===== src/rtl/sfot_bus_decoder_pkg.sv =====
// sfot_bus_pkg: shared FSM states, region select and error data
// for the SFOT CPU bus front end and its address decoder.
package sfot_bus_pkg;

  localparam logic [2:0] ST_IDLE    = 3'd0;
  localparam logic [2:0] ST_ROM_RD  = 3'd1;
  localparam logic [2:0] ST_RAM_RD  = 3'd2;
  localparam logic [2:0] ST_IO_WAIT = 3'd3;
  localparam logic [2:0] ST_DONE    = 3'd4;

  typedef enum logic [1:0] {
    REG_NONE,
    REG_ROM,
    REG_RAM,
    REG_IO
  } region_e;

  localparam logic [7:0] ERR_DATA = 8'hFF;

endpackage


===== src/rtl/sfot_bus_decoder_if.sv =====
// sfot_bus_decoder_if: 65C02-side bus cycle handshake.
// master = CPU (req/we/addr/wdata out), slave = decoder.
interface sfot_bus_decoder_if;

  logic        cpu_req;
  logic        cpu_we;
  logic [15:0] cpu_addr;
  logic [7:0]  cpu_wdata;
  logic [7:0]  cpu_rdata;
  logic        cpu_rdy;
  logic        bus_err;

  modport master (
    output cpu_req, cpu_we, cpu_addr, cpu_wdata,
    input  cpu_rdata, cpu_rdy, bus_err
  );

  modport slave (
    input  cpu_req, cpu_we, cpu_addr, cpu_wdata,
    output cpu_rdata, cpu_rdy, bus_err
  );

endinterface


===== src/rtl/sfot_bus_decoder_addr_decode.sv =====
// sfot_addr_decode: combinational region select (ROM > IO > RAM)
// Ports: addr in; region, rom_off, ram_off, io_off out.
module sfot_addr_decode
  import sfot_bus_pkg::*;
#(
  parameter logic [15:0] ROM_BASE      = 16'hC000,
  parameter int          ROM_ADDR_BITS = 14,
  parameter int          RAM_ADDR_BITS = 15,
  parameter logic [15:0] IO_BASE       = 16'hB000,
  parameter int          IO_ADDR_BITS  = 8
) (
  input  logic [15:0]              addr,
  output region_e                  region,
  output logic [ROM_ADDR_BITS-1:0] rom_off,
  output logic [RAM_ADDR_BITS-1:0] ram_off,
  output logic [IO_ADDR_BITS-1:0]  io_off
);

  localparam logic [ROM_ADDR_BITS-1:0] ROM_LO =
    ROM_BASE[ROM_ADDR_BITS-1:0];
  localparam logic [IO_ADDR_BITS-1:0] IO_LO =
    IO_BASE[IO_ADDR_BITS-1:0];

  logic rom_hit, io_hit, ram_hit;
  logic io_only, ram_only, none;

  assign rom_hit = (addr >> ROM_ADDR_BITS)
                == (ROM_BASE >> ROM_ADDR_BITS);
  assign io_hit  = (addr >> IO_ADDR_BITS)
                == (IO_BASE >> IO_ADDR_BITS);
  assign ram_hit = (addr >> RAM_ADDR_BITS) == 16'd0;

  // Priority folded into exclusive selects
  assign io_only  = io_hit & ~rom_hit;
  assign ram_only = ram_hit & ~rom_hit & ~io_hit;
  assign none     = ~rom_hit & ~io_hit & ~ram_hit;

  assign rom_off = addr[ROM_ADDR_BITS-1:0] - ROM_LO;
  assign io_off  = addr[IO_ADDR_BITS-1:0] - IO_LO;
  assign ram_off = addr[RAM_ADDR_BITS-1:0];

  always_comb begin
    region = REG_NONE;
    unique case (1'b1)
      rom_hit:  region = REG_ROM;
      io_only:  region = REG_IO;
      ram_only: region = REG_RAM;
      none:     region = REG_NONE;
      default:  region = REG_NONE;
    endcase
  end

endmodule


===== src/rtl/sfot_bus_decoder.sv =====
// sfot_bus_decoder: 65C02 bus front end for SFOT boot ROM, RAM, IO.
// Ports: clk, resetn, cpu (slave), ROM/RAM strobes, IO select/ack.
module sfot_bus_decoder
  import sfot_bus_pkg::*;
#(
  parameter logic [15:0] ROM_BASE      = 16'hC000,
  parameter int          ROM_ADDR_BITS = 14,
  parameter int          RAM_ADDR_BITS = 15,
  parameter logic [15:0] IO_BASE       = 16'hB000,
  parameter int          IO_ADDR_BITS  = 8,
  parameter int          IO_TIMEOUT    = 15
) (
  input  logic                     clk,
  input  logic                     resetn,
  sfot_bus_decoder_if.slave        cpu,
  output logic                     rom_enable,
  output logic                     read,
  output logic [15:0]              addra,
  input  logic [7:0]               douta,
  output logic                     ram_en,
  output logic                     ram_we,
  output logic [RAM_ADDR_BITS-1:0] ram_addr,
  output logic [7:0]               ram_wdata,
  input  logic [7:0]               ram_rdata,
  output logic                     io_sel,
  output logic                     io_we,
  output logic [IO_ADDR_BITS-1:0]  io_addr,
  output logic [7:0]               io_wdata,
  input  logic [7:0]               io_rdata,
  input  logic                     io_ack
);

  localparam logic [7:0] TMO = 8'(IO_TIMEOUT);

  region_e                  region;
  logic [ROM_ADDR_BITS-1:0] rom_off;
  logic [RAM_ADDR_BITS-1:0] ram_off;
  logic [IO_ADDR_BITS-1:0]  io_off;

  logic [2:0]               state;
  logic [7:0]               cnt;
  logic [7:0]               rdata_q;
  logic                     err_q;
  logic                     io_we_q;
  logic [IO_ADDR_BITS-1:0]  io_addr_q;
  logic [7:0]               io_wdata_q;
  logic                     accept;

  sfot_addr_decode #(
    .ROM_BASE      (ROM_BASE),
    .ROM_ADDR_BITS (ROM_ADDR_BITS),
    .RAM_ADDR_BITS (RAM_ADDR_BITS),
    .IO_BASE       (IO_BASE),
    .IO_ADDR_BITS  (IO_ADDR_BITS)
  ) u_dec (
    .addr    (cpu.cpu_addr),
    .region  (region),
    .rom_off (rom_off),
    .ram_off (ram_off),
    .io_off  (io_off)
  );

  // Memory strobes fire in the accepting IDLE cycle so the
  // registered ROM/RAM data lands in ROM_RD/RAM_RD.
  assign accept = resetn & (state == ST_IDLE) & cpu.cpu_req;

  assign rom_enable = accept & (region == REG_ROM)
                    & ~cpu.cpu_we;
  assign read       = rom_enable;
  assign addra      = rom_enable
                    ? {{(16-ROM_ADDR_BITS){1'b0}}, rom_off}
                    : 16'd0;

  assign ram_en    = accept & (region == REG_RAM);
  assign ram_we    = ram_en & cpu.cpu_we;
  assign ram_addr  = ram_en ? ram_off : '0;
  assign ram_wdata = ram_we ? cpu.cpu_wdata : 8'd0;

  assign io_sel   = (state == ST_IO_WAIT);
  assign io_we    = io_we_q;
  assign io_addr  = io_addr_q;
  assign io_wdata = io_wdata_q;

  assign cpu.cpu_rdy   = (state == ST_DONE);
  assign cpu.bus_err   = (state == ST_DONE) & err_q;
  assign cpu.cpu_rdata = rdata_q;

  always_ff @(posedge clk) begin
    if (!resetn) begin
      state      <= ST_IDLE;
      cnt        <= 8'd0;
      rdata_q    <= 8'd0;
      err_q      <= 1'b0;
      io_we_q    <= 1'b0;
      io_addr_q  <= '0;
      io_wdata_q <= 8'd0;
    end else begin
      unique case (state)
        ST_IDLE: begin
          if (cpu.cpu_req) begin
            err_q <= 1'b0;
            unique case (region)
              REG_ROM: begin
                if (cpu.cpu_we) begin
                  err_q <= 1'b1;
                  state <= ST_DONE;
                end else begin
                  state <= ST_ROM_RD;
                end
              end
              REG_RAM: begin
                state <= cpu.cpu_we ? ST_DONE : ST_RAM_RD;
              end
              REG_IO: begin
                state      <= ST_IO_WAIT;
                cnt        <= 8'd0;
                io_we_q    <= cpu.cpu_we;
                io_addr_q  <= io_off;
                io_wdata_q <= cpu.cpu_we ? cpu.cpu_wdata : 8'd0;
              end
              default: begin
                err_q <= 1'b1;
                if (!cpu.cpu_we) rdata_q <= ERR_DATA;
                state <= ST_DONE;
              end
            endcase
          end
        end
        ST_ROM_RD: begin
          rdata_q <= douta;
          state   <= ST_DONE;
        end
        ST_RAM_RD: begin
          rdata_q <= ram_rdata;
          state   <= ST_DONE;
        end
        ST_IO_WAIT: begin
          // ack beats a coincident timeout
          if (io_ack) begin
            if (!io_we_q) rdata_q <= io_rdata;
            cnt        <= 8'd0;
            io_we_q    <= 1'b0;
            io_addr_q  <= '0;
            io_wdata_q <= 8'd0;
            state      <= ST_DONE;
          end else if (cnt == TMO) begin
            rdata_q    <= ERR_DATA;
            err_q      <= 1'b1;
            cnt        <= 8'd0;
            io_we_q    <= 1'b0;
            io_addr_q  <= '0;
            io_wdata_q <= 8'd0;
            state      <= ST_DONE;
          end else begin
            cnt <= cnt + 8'd1;
          end
        end
        ST_DONE: begin
          state <= ST_IDLE;
        end
        default: begin
          state <= ST_IDLE;
        end
      endcase
    end
  end

endmodule


===== src/flat_wrapper.sv =====
// flat-port wrapper written by rule: the top's interface ports become plain ports
module sfot_bus_decoder_flat import sfot_bus_pkg::*;
#(
  parameter logic [15:0] ROM_BASE      = 16'hC000,
  parameter int          ROM_ADDR_BITS = 14,
  parameter int          RAM_ADDR_BITS = 15,
  parameter logic [15:0] IO_BASE       = 16'hB000,
  parameter int          IO_ADDR_BITS  = 8,
  parameter int          IO_TIMEOUT    = 15
)
  (clk, resetn, rom_enable, read, addra, douta, ram_en, ram_we, ram_addr, ram_wdata, ram_rdata, io_sel, io_we, io_addr, io_wdata, io_rdata, io_ack, cpu_cpu_req, cpu_cpu_we, cpu_cpu_addr, cpu_cpu_wdata, cpu_cpu_rdata, cpu_cpu_rdy, cpu_bus_err);
  sfot_bus_decoder_if cpu_i ();
  input  logic clk;
  input  logic resetn;
  output logic rom_enable;
  output logic read;
  output logic [15:0] addra;
  input  logic [7:0] douta;
  output logic ram_en;
  output logic ram_we;
  output logic [RAM_ADDR_BITS-1:0] ram_addr;
  output logic [7:0] ram_wdata;
  input  logic [7:0] ram_rdata;
  output logic io_sel;
  output logic io_we;
  output logic [IO_ADDR_BITS-1:0] io_addr;
  output logic [7:0] io_wdata;
  input  logic [7:0] io_rdata;
  input  logic io_ack;
  input wire logic [$bits(cpu_i.cpu_req)-1:0] cpu_cpu_req;
  input wire logic [$bits(cpu_i.cpu_we)-1:0] cpu_cpu_we;
  input wire logic [$bits(cpu_i.cpu_addr)-1:0] cpu_cpu_addr;
  input wire logic [$bits(cpu_i.cpu_wdata)-1:0] cpu_cpu_wdata;
  output wire logic [$bits(cpu_i.cpu_rdata)-1:0] cpu_cpu_rdata;
  output wire logic [$bits(cpu_i.cpu_rdy)-1:0] cpu_cpu_rdy;
  output wire logic [$bits(cpu_i.bus_err)-1:0] cpu_bus_err;
  assign cpu_i.cpu_req = cpu_cpu_req;
  assign cpu_i.cpu_we = cpu_cpu_we;
  assign cpu_i.cpu_addr = cpu_cpu_addr;
  assign cpu_i.cpu_wdata = cpu_cpu_wdata;
  assign cpu_cpu_rdata = cpu_i.cpu_rdata;
  assign cpu_cpu_rdy = cpu_i.cpu_rdy;
  assign cpu_bus_err = cpu_i.bus_err;
  sfot_bus_decoder #(.ROM_BASE(ROM_BASE), .ROM_ADDR_BITS(ROM_ADDR_BITS), .RAM_ADDR_BITS(RAM_ADDR_BITS), .IO_BASE(IO_BASE), .IO_ADDR_BITS(IO_ADDR_BITS), .IO_TIMEOUT(IO_TIMEOUT)) u_core (.clk(clk), .resetn(resetn), .cpu(cpu_i), .rom_enable(rom_enable), .read(read), .addra(addra), .douta(douta), .ram_en(ram_en), .ram_we(ram_we), .ram_addr(ram_addr), .ram_wdata(ram_wdata), .ram_rdata(ram_rdata), .io_sel(io_sel), .io_we(io_we), .io_addr(io_addr), .io_wdata(io_wdata), .io_rdata(io_rdata), .io_ack(io_ack));
endmodule

===== config.mk =====
export PLATFORM = sky130hd
export DESIGN_NAME = sfot_bus_decoder_flat
export DESIGN_NICKNAME = d
export VERILOG_FILES = /design/src/rtl/sfot_bus_decoder_pkg.sv /design/src/rtl/sfot_bus_decoder_if.sv /design/src/rtl/sfot_bus_decoder_addr_decode.sv /design/src/rtl/sfot_bus_decoder.sv /design/src/flat_wrapper.sv
export SDC_FILE = /design/constraint.sdc
export NUM_CORES = 1
export LEC_CHECK = 0
export ABC_AREA = 1
export CORE_MARGIN = 5
export CORE_UTILIZATION = 55
export CTS_BUF_LIST = sky130_fd_sc_hd__clkbuf_8
export CTS_CLUSTER_SIZE = 14
export DETAILED_ROUTE_END_ITERATION = 6
export DONT_BUFFER_PORTS = 1
export PLACE_DENSITY_LB_ADDON = 0.05
export SYNTH_ARGS = -nofsm -noshare
export SYNTH_HDL_FRONTEND = slang
export SYNTH_SLANG_ARGS = --single-unit
export TNS_END_PERCENT = 50

===== constraint.sdc =====
create_clock -name clk -period 2.3 [get_ports clk]
set_clock_uncertainty 0.2 [all_clocks]
set_input_delay 0.46 -clock clk [delete_from_list [all_inputs] [get_ports clk]]
set_output_delay 0.46 -clock clk [all_outputs]
set_load 0.005 [all_outputs]

; ---- Word level (Yosys, flattened, before mapping)
; Index checks and enable logic that the tools add are counted.
[classes]
add_sub_neg = 1
n_eq_ne = 18
n_mux = 43
bitwise_logic = 13
n_reduce_logical = 12
[op_table]
columns = cell, count
row1 = $mux 8, 18
row2 = $pmux 8 s2, 3
row3 = $pmux 8 s4, 1
row4 = $pmux 3 s3, 2
row5 = $logic_not 16->1, 1
row6 = $mux 15, 1
row7 = $mux 3, 5
row8 = $mux 14, 1
row9 = $and 1x1->1, 10
row10 = $ne 2x2->1 const B, 5
row11 = $add 8x1->8 const B, 1
row12 = $eq 8x4->1 const B, 1
row13 = $eq 8x8->1 const B, 1
row14 = $mux 1, 8
row15 = $reduce_and 4->1, 2
row16 = $eq 2x2->1 const B, 3
row17 = $eq 3x2->1 const B, 2
row18 = $pmux 1 s2, 3
row19 = $pmux 2 s3, 1
row20 = $reduce_and 6->1, 1
row21 = $reduce_bool 4->1, 1
row22 = $reduce_or 2->1, 2
row23 = $eq 3x1->1 const B, 1
row24 = $eq 3x3->1 const B, 1
row25 = other kinds (10), 12
[word_totals]
ff_bits = 37
word_cells = 94

; ---- Depth between registers and ports, before layout
; Gate-level depths: netlist of the first run.
[depth]
depth_word = 10
depth_mapped = 12
ltp_nobuf = 11

; ---- Hierarchy
; Synthesis of the first run repeated with hierarchy kept, for this count alone.
[hier_totals]
hier_cells = 440
area_unflattened_um2 = 2726.4
[by_module_without_submodules]
columns = module, instances, cells_per_inst, area_per_inst_um2, seq_area_each_um2
row1 = sfot_bus_decoder, 1, 388, 2392.3, 740.7
row2 = sfot_addr_decode, 1, 52, 334.1, 0.0

; ---- Worst setup path before layout of the first run
; OpenSTA, ideal clock, no wires.
[synth_timing]
kind = in2out
from = input port resetn
to = output port addra[10]
arrival_ns = 1.418
required_ns = 1.640
slack_ns = 0.222
path_stages = 6
path_buffers = 2
path_cell_list = clkbuf_1 nand3_1 nor2_1 inv_1 clkbuf_1 nor2_1
[synth_via]
elab_chain_cells = 5
[synth_lines]
columns = item, line
row1 = start: declaration, flat_wrapper.sv:14  ; input logic resetn;
row2 = $and 1x1->1 (2 in series), sfot_bus_decoder.sv:65  ; assign accept = resetn & (state == ST_IDLE) & cpu.cpu_req;
row3 = $and 1x1->1, sfot_bus_decoder.sv:67  ; assign rom_enable = accept & (region == REG_ROM)
row4 = $and 1x1->1, sfot_bus_decoder.sv:68  ; & ~cpu.cpu_we;
row5 = via read, flat_wrapper.sv:16  ; output logic read;
row6 = $mux 14, sfot_bus_decoder.sv:71  ; ? {{(16-ROM_ADDR_BITS){1'b0}}, rom_off}
row7 = end: declaration, flat_wrapper.sv:17  ; output logic [15:0] addra;
; The timed path passes the listed nets, and every way through them passes these cells.

; ---- Worst setup path after layout of the first run
[layout_timing]
from = register u_core.state[0]
to = output port ram_addr[11]
[layout_via]
elab_chain_cells = 5
[layout_lines]
columns = item, line
row1 = start: declaration, sfot_bus_decoder.sv:40  ; logic [2:0] state;
row2 = start signal: assignment, sfot_bus_decoder.sv:112  ; state <= cpu.cpu_we ? ST_DONE : ST_RAM_RD;
row3 = $logic_not 3->1, sfot_bus_decoder.sv:65
row4 = $and 1x1->1 (2 in series), sfot_bus_decoder.sv:65
row5 = $and 1x1->1, sfot_bus_decoder.sv:74  ; assign ram_en = accept & (region == REG_RAM);
row6 = $mux 15, sfot_bus_decoder.sv:76  ; assign ram_addr = ram_en ? ram_off : '0;
row7 = end: declaration, flat_wrapper.sv:21  ; output logic [RAM_ADDR_BITS-1:0] ram_addr;
; No other way between the ends.

==> flow_summary_export.csv, run 1 <==
group,metric,value,unit
setup_path,rr_worst_depth,9,
detailed_routing,vias,2348,
global_route,grt.met3_usage,8.65,%
logic_synthesis,synth_ff_type,"dfxtp_1",
logic_synthesis,synth_area_per_cell,5.72,um2
setup_path,path_class,"reg -> out",
global_route,grt-busiest-layer,"met2",
floorplanning,dieArea,0.00552,mm2
detailed_routing,wl_per_cell,13.4,um
sta,tns,-0.0167,ns
global_route,antenna_found_initial,0,
floorplanning,core_region_area,0.00400,mm2
global_route,grtUsageTotal,21.4,%
clock_network,clk_pin_slew_worst_paths,0.08,ns
logic_synthesis,synth_edf_count,0,
place,portBuffers,0,
sta,max_freq,0.433,GHz
layout,antenna_cells,0,
setup_path,setup.worst_path.end,"ram_addr[11]",
logic_synthesis,synthTopCellsByCount,"nand2_1 (111), nor2_1 (95), inv_1 (62), dfxtp_1 (37), nand4_1 (16)",
clock_network,postCtsHoldBufs,0,
floorplanning,start_util,56.8,%
sta,period_needed,2.31,ns
pwr,power_density,584,mW/mm2
global_route,grt_pass1_vias,2108,
floorplanning,ios,124,
logic_synthesis,ys_ff_latch,37,
clock_network,cts_tree,"done",
detailed_routing,drc_errors,0,
clock_network,cts_made_buffers,5,
setup_path,crit-reg2reg-launch,"u_core.cnt[0]",
setup_path,critPathLaunchType,"flip-flop",
sta,fin_crit_sh,100,%
min_path,hp-class,"in -> reg",
setup_path,worstReg2RegEnd,"u_core.io_wdata[1]",
global_route,gr-total-overflow,0,
pwr,p_leak,1.31,nW
logic_synthesis,yosysSeqAreaShare,32.6,%
status,violations,"negative setup slack",
global_route,grt_max_degree,21,
logic_synthesis,synth_most_common_cell,"nand2_1",
setup_path,critical_path_arrival,1.65,ns
global_route,use_met2,36.8,%
sta,setup_slack,-0.00862,ns
detailed_routing,dr.pass1.iters,4,
layout,syn_to_final_growth,14.9,%
pwr,peakVddDrop,0.000411,V
sta,drv_slew,0,
setup_path,crit_path_end_kind,"output port",
layout,drive_gt1_share,14.1,%
setup_path,cp_max_fo,7,
floorplanning,die_y,74.3,um
clock_network,cts_buffer_depth,2,
setup_path,required,1.64,ns
setup_path,critPathLaunch,"u_core.state[0]",
logic_synthesis,synth.top_cell.area_share,32.6,%
job,drv_cap,0,
detailed_routing,ant_nets,0,
clock_network,clock-sinks,37,
setup_path,rrSetupSlack,0.32,ns
place,dpl_worst_slack,0.154,ns
logic_synthesis,synth_area,0.00227,mm2
status,status,"finished, violations left",
sta,slew_headroom,60.1,%
clock_network,clockRootBuffer,"clkbuf_8",
global_route,grt_pass1_wl,9.35,mm
place,hpwlAfterDp,4.57,mm
logic_synthesis,synth_cell_types,28,
sta,setup_violations,5,
logic_synthesis,synth_warnings,0,
detailed_routing,vias_per_cell,5.17,
logic_synthesis,synth_async_sr_flop_share,0,%
global_route,grt_util_met1,24.5,%
layout,nets,457,
layout,num-fill-cells,401,
detailed_routing,drt_wl_total,6.10,mm
logic_synthesis,synth_cells,397,
place,place.gp.congestion,0.809,
clock_network,clk_latency,0.29,ns
logic_synthesis,yosysTopAreaCell,"dfxtp_1",
detailed_routing,drt_iter0_markers,66,
floorplanning,rows,23,
sta,worst_slew_pin_slew,0.596,ns
sta,rsz0062_at_grt,"true",
floorplanning,chipWidth,74.3,um
sta,hold_violations,0,
logic_synthesis,yosys-top-cells-area,"dfxtp_1 (33%), nand2_1 (18%), nor2_1 (16%)",
clock_network,cts_max_level,2,
state kept, by name, summed over array words and instances, names as in the netlist:
name,count
u_core.state,3
u_core.err_q,1
u_core.io_wdata,8
u_core.io_addr,8
u_core.cnt,8
u_core.io_we,1
u_core.cpu.cpu_rdata,8
layer usage:
metal / part of all wire, % / vias up / wire length, um
met1: 40 / 1040 / 2430
li1: - / 1213 / -
met4: 1.2 / 0 / 73
met2: 50 / 86 / 3030
met3: 9.3 / 9 / 568
met5: 0 / - / 0
power by group:
group          leakage (nW)  internal, W  switching (W)
clock network        0.0626     0.000349       0.000231
logic                 0.947    0.0000781       0.000160
registers             0.301     0.000676      0.0000294
total                  1.31      0.00110       0.000420
critical path: stages, from the launching register on:
cell and delay, ns:
dfxtp_2 0.34, inv_2 0.09, nand2_4 0.07, nor2_4 0.20
nand3_4 0.11, nor2_4 0.21, buf_4 0.16, inv_4 0.06
nor2_2 0.11
stage by stage:
| step | instances | area (um2) | util [%] | hold WS (ns) | total power [W] |
|---|---|---|---|---|---|
| 2_1_floorplan | 398 | 2280 | - | 0.229 | 0.000895 |
| 3_3_place_gp | 439 | 2300 | 57.5 | 0.257 | 0.000928 |
| 3_5_place_dp | 439 | 2300 | 57.5 | 0.257 | 0.000930 |
| 4_1_cts | 448 | 2430 | 60.7 | 0.0838 | 0.00151 |
| 5_1_grt | 454 | 2610 | 65.2 | 0.0789 | 0.00160 |
| 6_report | 454 | 2610 | 65.2 | 0.0935 | 0.00152 |
cell type report:
cell class,instances,area [um2],share of cell area [%]
flip-flops and latches,37,742,28.4
clock buffers,6,82.6,3.16
well taps,50,62.6,2.40
clock inverters,2,33.8,1.29
multi-input cells,282,1350,51.6
repair buffers,9,80.1,3.07
repair inverters,1,6.26,0.240
inverters,67,256,9.83
worst min path at each step:
stage | startpoint | endpoint | cells after the start
3_3_place_gp | u_core.err_q | u_core.err_q | 2
6_report | resetn | u_core.err_q | 2
3_5_place_dp | u_core.err_q | u_core.err_q | 2
4_1_cts | resetn | u_core.err_q | 2
5_1_grt | resetn | u_core.err_q | 2
2_1_floorplan | u_core.err_q | u_core.err_q | 2
cell families after synthesis:
group	Yosys count	synth area share, %
AOI/OAI and AO/OA	30	6.94
xor gates and xnor gates	1	0.386
adders and majority gates	1	0.551
buffers and inverters	80	14.2
DFF	37	32.6
other	1	0.165
and+or+nand+nor	247	45.2
cell usage in the layout, fill, tap and decap left out, drive strengths merged:
cell,count
a211oi,1
a21oi,13
a31oi,2
buf,9
bufinv,1
clkbuf,6
clkinv,1
conb,2
dfxtp,37
ha,1
inv,68
nand2,115
nand3,14
nand4,16
nor2,98
nor3,3
nor3b,1
o21ai,13
o21bai,1
or2,1
xor2,1
repair_timing:
action / CTS / global route
buffers inserted: 1 / 4
pin swaps: 0 / 5
gates cloned: 0 / 2
resized for setup: 4 / 39
endpoints found under the setup margin: 38 / 39
No activity file was read; power rests on OpenSTA's default activity.
==> run 2: changes to the inputs <==
CTS_CLUSTER_SIZE = default   (was 14)
RECOVER_POWER = 50   (was default)
==> flow_summary_export.csv, run 2 (same netlist as run 1, synthesis figures left out) <==
group,metric,value,unit
detailed_routing,drc_errors,0,
place,hpwlAfterDp,4.57,mm
detailed_routing,drt_iter0_markers,70,
detailed_routing,wl_met1,2.42,mm
clock_network,cts_tree,"done",
place,portBuffers,0,
floorplanning,chipWidth,74.3,um
min_path,hp-class,"in -> reg",
layout,final_cell_mix,"nand2_1 (110), nor2_1 (76), inv_1 (62)",
layout,antenna_cells,0,
sta,period_needed,2.31,ns
clock_network,clk_latency,0.29,ns
detailed_routing,wl_met3,560,um
layout,layout_commonest_cell,"nand2_1",
place,dp_cells,439,
detailed_routing,vias,2355,
layout,register_area,742,um2
floorplanning,die_y,74.3,um
sta,drv_slew,0,
sta,slew_headroom,60.1,%
sta,setup_violations,13,
floorplanning,start_util,56.8,%
layout,nets,457,
layout,stdcell_area,0.00260,mm2
place,place.gp.congestion,0.809,
sta,rsz0062_at_grt,"true",
setup_path,critical_path_arrival,1.65,ns
global_route,grtUsageTotal,21.4,%
detailed_routing,dr.pass1.iters,4,
setup_path,path_class,"reg -> out",
detailed_routing,wl_per_cell,13.4,um
detailed_routing,wl_met2,3.05,mm
sta,fin_crit_sh,101,%
layout,syn_to_final_growth,14.4,%
global_route,gr-total-overflow,0,
clock_network,cts_made_buffers,5,
clock_network,clk_pin_slew_worst_paths,0.08,ns
detailed_routing,top_layer,"met4",
sta,setup_slack,-0.0137,ns
clock_network,clock-sinks,37,
sta,worst_slew_pin_slew,0.596,ns
pwr,p_leak,1.31,nW
setup_path,cp_max_fo,7,
layout,drive_gt1_share,13.1,%
status,violations,"negative setup slack",
place,postPlaceCellArea,0.00230,mm2
pwr,peakVddDrop,0.000409,V
global_route,grt_pass1_wl,9.35,mm
floorplanning,rows,23,
sta,hold_violations,0,
status,status,"finished, violations left",
floorplanning,core_region_area,0.00400,mm2
clock_network,cts_max_level,2,
place,dpl_worst_slack,0.154,ns
sta,max_freq,0.432,GHz
layout,multi_input_area,0.00134,mm2
global_route,antenna_found_initial,0,
detailed_routing,vias_per_cell,5.19,
global_route,grt_max_degree,21,
setup_path,required,1.64,ns
sta,tns,-0.0648,ns
setup_path,crit_path_end_kind,"output port",
floorplanning,ios,124,
pwr,power_density,585,mW/mm2
job,drv_cap,0,
detailed_routing,ant_nets,0,
clock_network,clockRootBuffer,"clkbuf_8",
clock_network,cts_buffer_depth,2,
setup_path,critPathLaunchType,"flip-flop",
layout,stdcell_count,454,
floorplanning,dieArea,0.00552,mm2
detailed_routing,drt_wl_total,6.10,mm
layout,num-fill-cells,406,
global_route,grt_pass1_vias,2108,
-- run 2: worst paths after layout --
kind,from,to,slack (ns),cells after the start
worst min register to register,u_core.err_q,u_core.err_q,0.27,2
worst max register to register,u_core.state[2],u_core.cpu.cpu_rdata[3],0.26,6
worst min-delay path,resetn,u_core.err_q,0.1,2
worst max-delay path,u_core.state[0],ram_addr[11],-0.01,8
-- run 2: final cells by class --
type | count | share of cell area (%)
Tap cell | 50 | 2.41
Multi-Input combinational cell | 282 | 51.6
Inverter | 67 | 9.87
Sequential cell | 37 | 28.6
Timing Repair inverter | 1 | 0.241
Clock inverter | 2 | 1.30
Clock buffer | 6 | 3.18
Timing Repair Buffer | 9 | 2.84
-- run 2: through the flow --
step / hold slack (ns) / total power (W) / utilization (%)
floorplan: 0.229 / 0.000895 / -
global placement: 0.257 / 0.000928 / 57.5
detailed placement: 0.257 / 0.000930 / 57.5
CTS: 0.0838 / 0.00151 / 60.7
global route: 0.0789 / 0.00159 / 65.0
finish: 0.0959 / 0.00152 / 65.0
-- run 2: critical path: stages (launching register included) --
cell and delay, ns:
dfxtp_2 0.34, inv_2 0.09, nand2_4 0.07, nor2_4 0.20, nand3_4 0.11, nor2_4 0.21, buf_4 0.16, inv_4 0.06
nor2_2 0.11
-- run 2: report_power, final --
part	internal, W	switching [W]	leakage [nW]
logic	0.0000758	0.000158	0.943
clock network	0.000349	0.000231	0.0626
registers	0.000676	0.0000293	0.301
-- run 2: timing repair --
| item | 4_1_cts | 5_1_grt |
|---|---|---|
| buffers inserted | 1 | 4 |
| gates resized for setup | 4 | 39 |
| setup endpoints to repair | 38 | 39 |
| pin swaps | 0 | 5 |
| cloned | 0 | 2 |
| hold buffers | 0 | 0 |
-- run 2: routing by layer --
layer,track usage (%),up-vias
li1,-,1215
met3,8.65,9
met4,6.32,0
met2,36.8,90
met5,0,-
met1,24.5,1041
==> run 3: changes to the inputs <==
clock period = 2.73 ns   (was 2.3 ns; I/O delays follow)
==> flow_summary_export.csv, run 3 (same netlist as run 1, synthesis figures left out) <==
group,metric,value,unit
floorplanning,ios,124,
sta,worst_slew_pin_slew,0.895,ns
sta,max_freq,0.409,GHz
clock_network,cts_tree,"done",
sta,rsz0062_at_grt,"false",
floorplanning,chipWidth,74.3,um
layout,drive_gt1_share,4.30,%
sta,fin_crit_sh,89.7,%
setup_path,path_class,"reg -> out",
detailed_routing,dr.pass1.iters,4,
status,status,"finished clean",
layout,layout_commonest_cell,"nand2_1",
setup_path,critical_path_arrival,1.70,ns
floorplanning,core_region_area,0.00400,mm2
clock_network,postCtsHoldBufs,0,
setup_path,cp_max_fo,9,
place,portBuffers,0,
clock_network,clk_pin_slew_worst_paths,0.08,ns
global_route,gr-total-overflow,0,
global_route,antenna_found_initial,0,
clock_network,clk_latency,0.29,ns
layout,nets,448,
pwr,peakVddDrop,0.000318,V
job,drv_cap,0,
detailed_routing,vias,2261,
global_route,grtUsageTotal,20.5,%
sta,slew_headroom,40.3,%
layout,antenna_cells,0,
sta,period_needed,2.45,ns
sta,tns,0,ns
pwr,p_leak,1.26,nW
min_path,hp-class,"in -> reg",
detailed_routing,vias_per_cell,5.08,
clock_network,cts_max_level,2,
sta,hold_violations,0,
layout,stdcell_area,0.00240,mm2
setup_path,required,1.98,ns
clock_network,clockRootBuffer,"clkbuf_8",
setup_path,critPathLaunchType,"flip-flop",
floorplanning,dieArea,0.00552,mm2
pwr,power_density,551,mW/mm2
layout,final_core_util,59.9,%
layout,final_cell_mix,"nand2_1 (113), nor2_1 (95), inv_1 (64)",
layout,syn_to_final_growth,5.45,%
floorplanning,rows,23,
place,hpwlAfterDp,4.48,mm
sta,setup_violations,0,
floorplanning,start_util,56.8,%
detailed_routing,drt_iter0_markers,133,
detailed_routing,drt_wl_total,5.75,mm
clock_network,cts_made_buffers,5,
place,place.gp.congestion,0.815,
detailed_routing,drc_errors,0,
floorplanning,die_y,74.3,um
detailed_routing,wl_per_cell,12.9,um
clock_network,clock-sinks,37,
global_route,grt_pass1_wl,8.96,mm
clock_network,cts_buffer_depth,2,
setup_path,crit_path_end_kind,"output port",
pwr,p_total,0.00132,W
sta,drv_slew,0,
global_route,grt_max_degree,21,
global_route,grt_pass1_vias,1994,
detailed_routing,ant_nets,0,
place,postPlaceCellArea,0.00228,mm2
## run 3: changes by cell type in the layout (fill, tap and decap cells not counted), sizes merged
cell and change:
nand2 -1, buf -6, bufinv +1, clkbuf -2, inv -1
## run 3: layout make-up
| type | count | area (um2) |
|---|---|---|
| timing repair buffer | 2 | 11.3 |
| clock buffer | 5 | 68.8 |
| tap | 50 | 62.6 |
| multi-input combinational | 281 | 1200 |
| clock inverter | 3 | 65.1 |
| sequential | 37 | 741 |
| fill | 409 | 1600 |
| inverter | 67 | 251 |
## run 3: where the power goes
| group | internal, W | switching [W] | total, W |
|---|---|---|---|
| combinational | 0.0000508 | 0.000117 | 0.000168 |
| sequential | 0.000569 | 0.0000249 | 0.000594 |
| clock | 0.000363 | 0.000196 | 0.000559 |
| total | 0.000983 | 0.000338 | 0.00132 |
## run 3: per-stage QoR
stage	instances	hold slack [ns]	setup WS [ns]
2_1_floorplan	398	0.229	0.480
3_3_place_gp	437	0.256	0.486
3_5_place_dp	437	0.268	0.434
4_1_cts	445	0.174	0.112
5_1_grt	445	0.176	0.0791
6_report	445	0.180	0.282
## run 3: what timing repair did
item	in CTS	in global routing
setup buffers	0	0
endpoints found under the setup margin	0	9
resized for setup	0	3
## run 3: critical path, cell delays in order, from the launching register on
cell	delay, ns
dfxtp_1	0.34
inv_2	0.09
nand2_1	0.13
nor2_4	0.18
nand3_1	0.12
nor2_2	0.21
nand2_2	0.17
nor2_1	0.16
## run 3: worst paths after layout
path                            slack, ns               from  cells past startpoint                       to
worst min register to register       0.28  u_core.io_addr[5]                      2        u_core.io_addr[5]
worst max register to register       0.36    u_core.state[0]                      7  u_core.cpu.cpu_rdata[0]
worst min-delay path                 0.18             resetn                      2  u_core.cpu.cpu_rdata[7]
worst max-delay path                 0.28    u_core.state[0]                      7             ram_wdata[6]
## run 3: layer usage
layer	wire, um	up-vias	track usage, %
li1	-	1193	-
met1	2400	969	25.7
met2	2740	94	34.3
met3	557	5	7.57
met4	51	0	4.15
met5	0	-	0
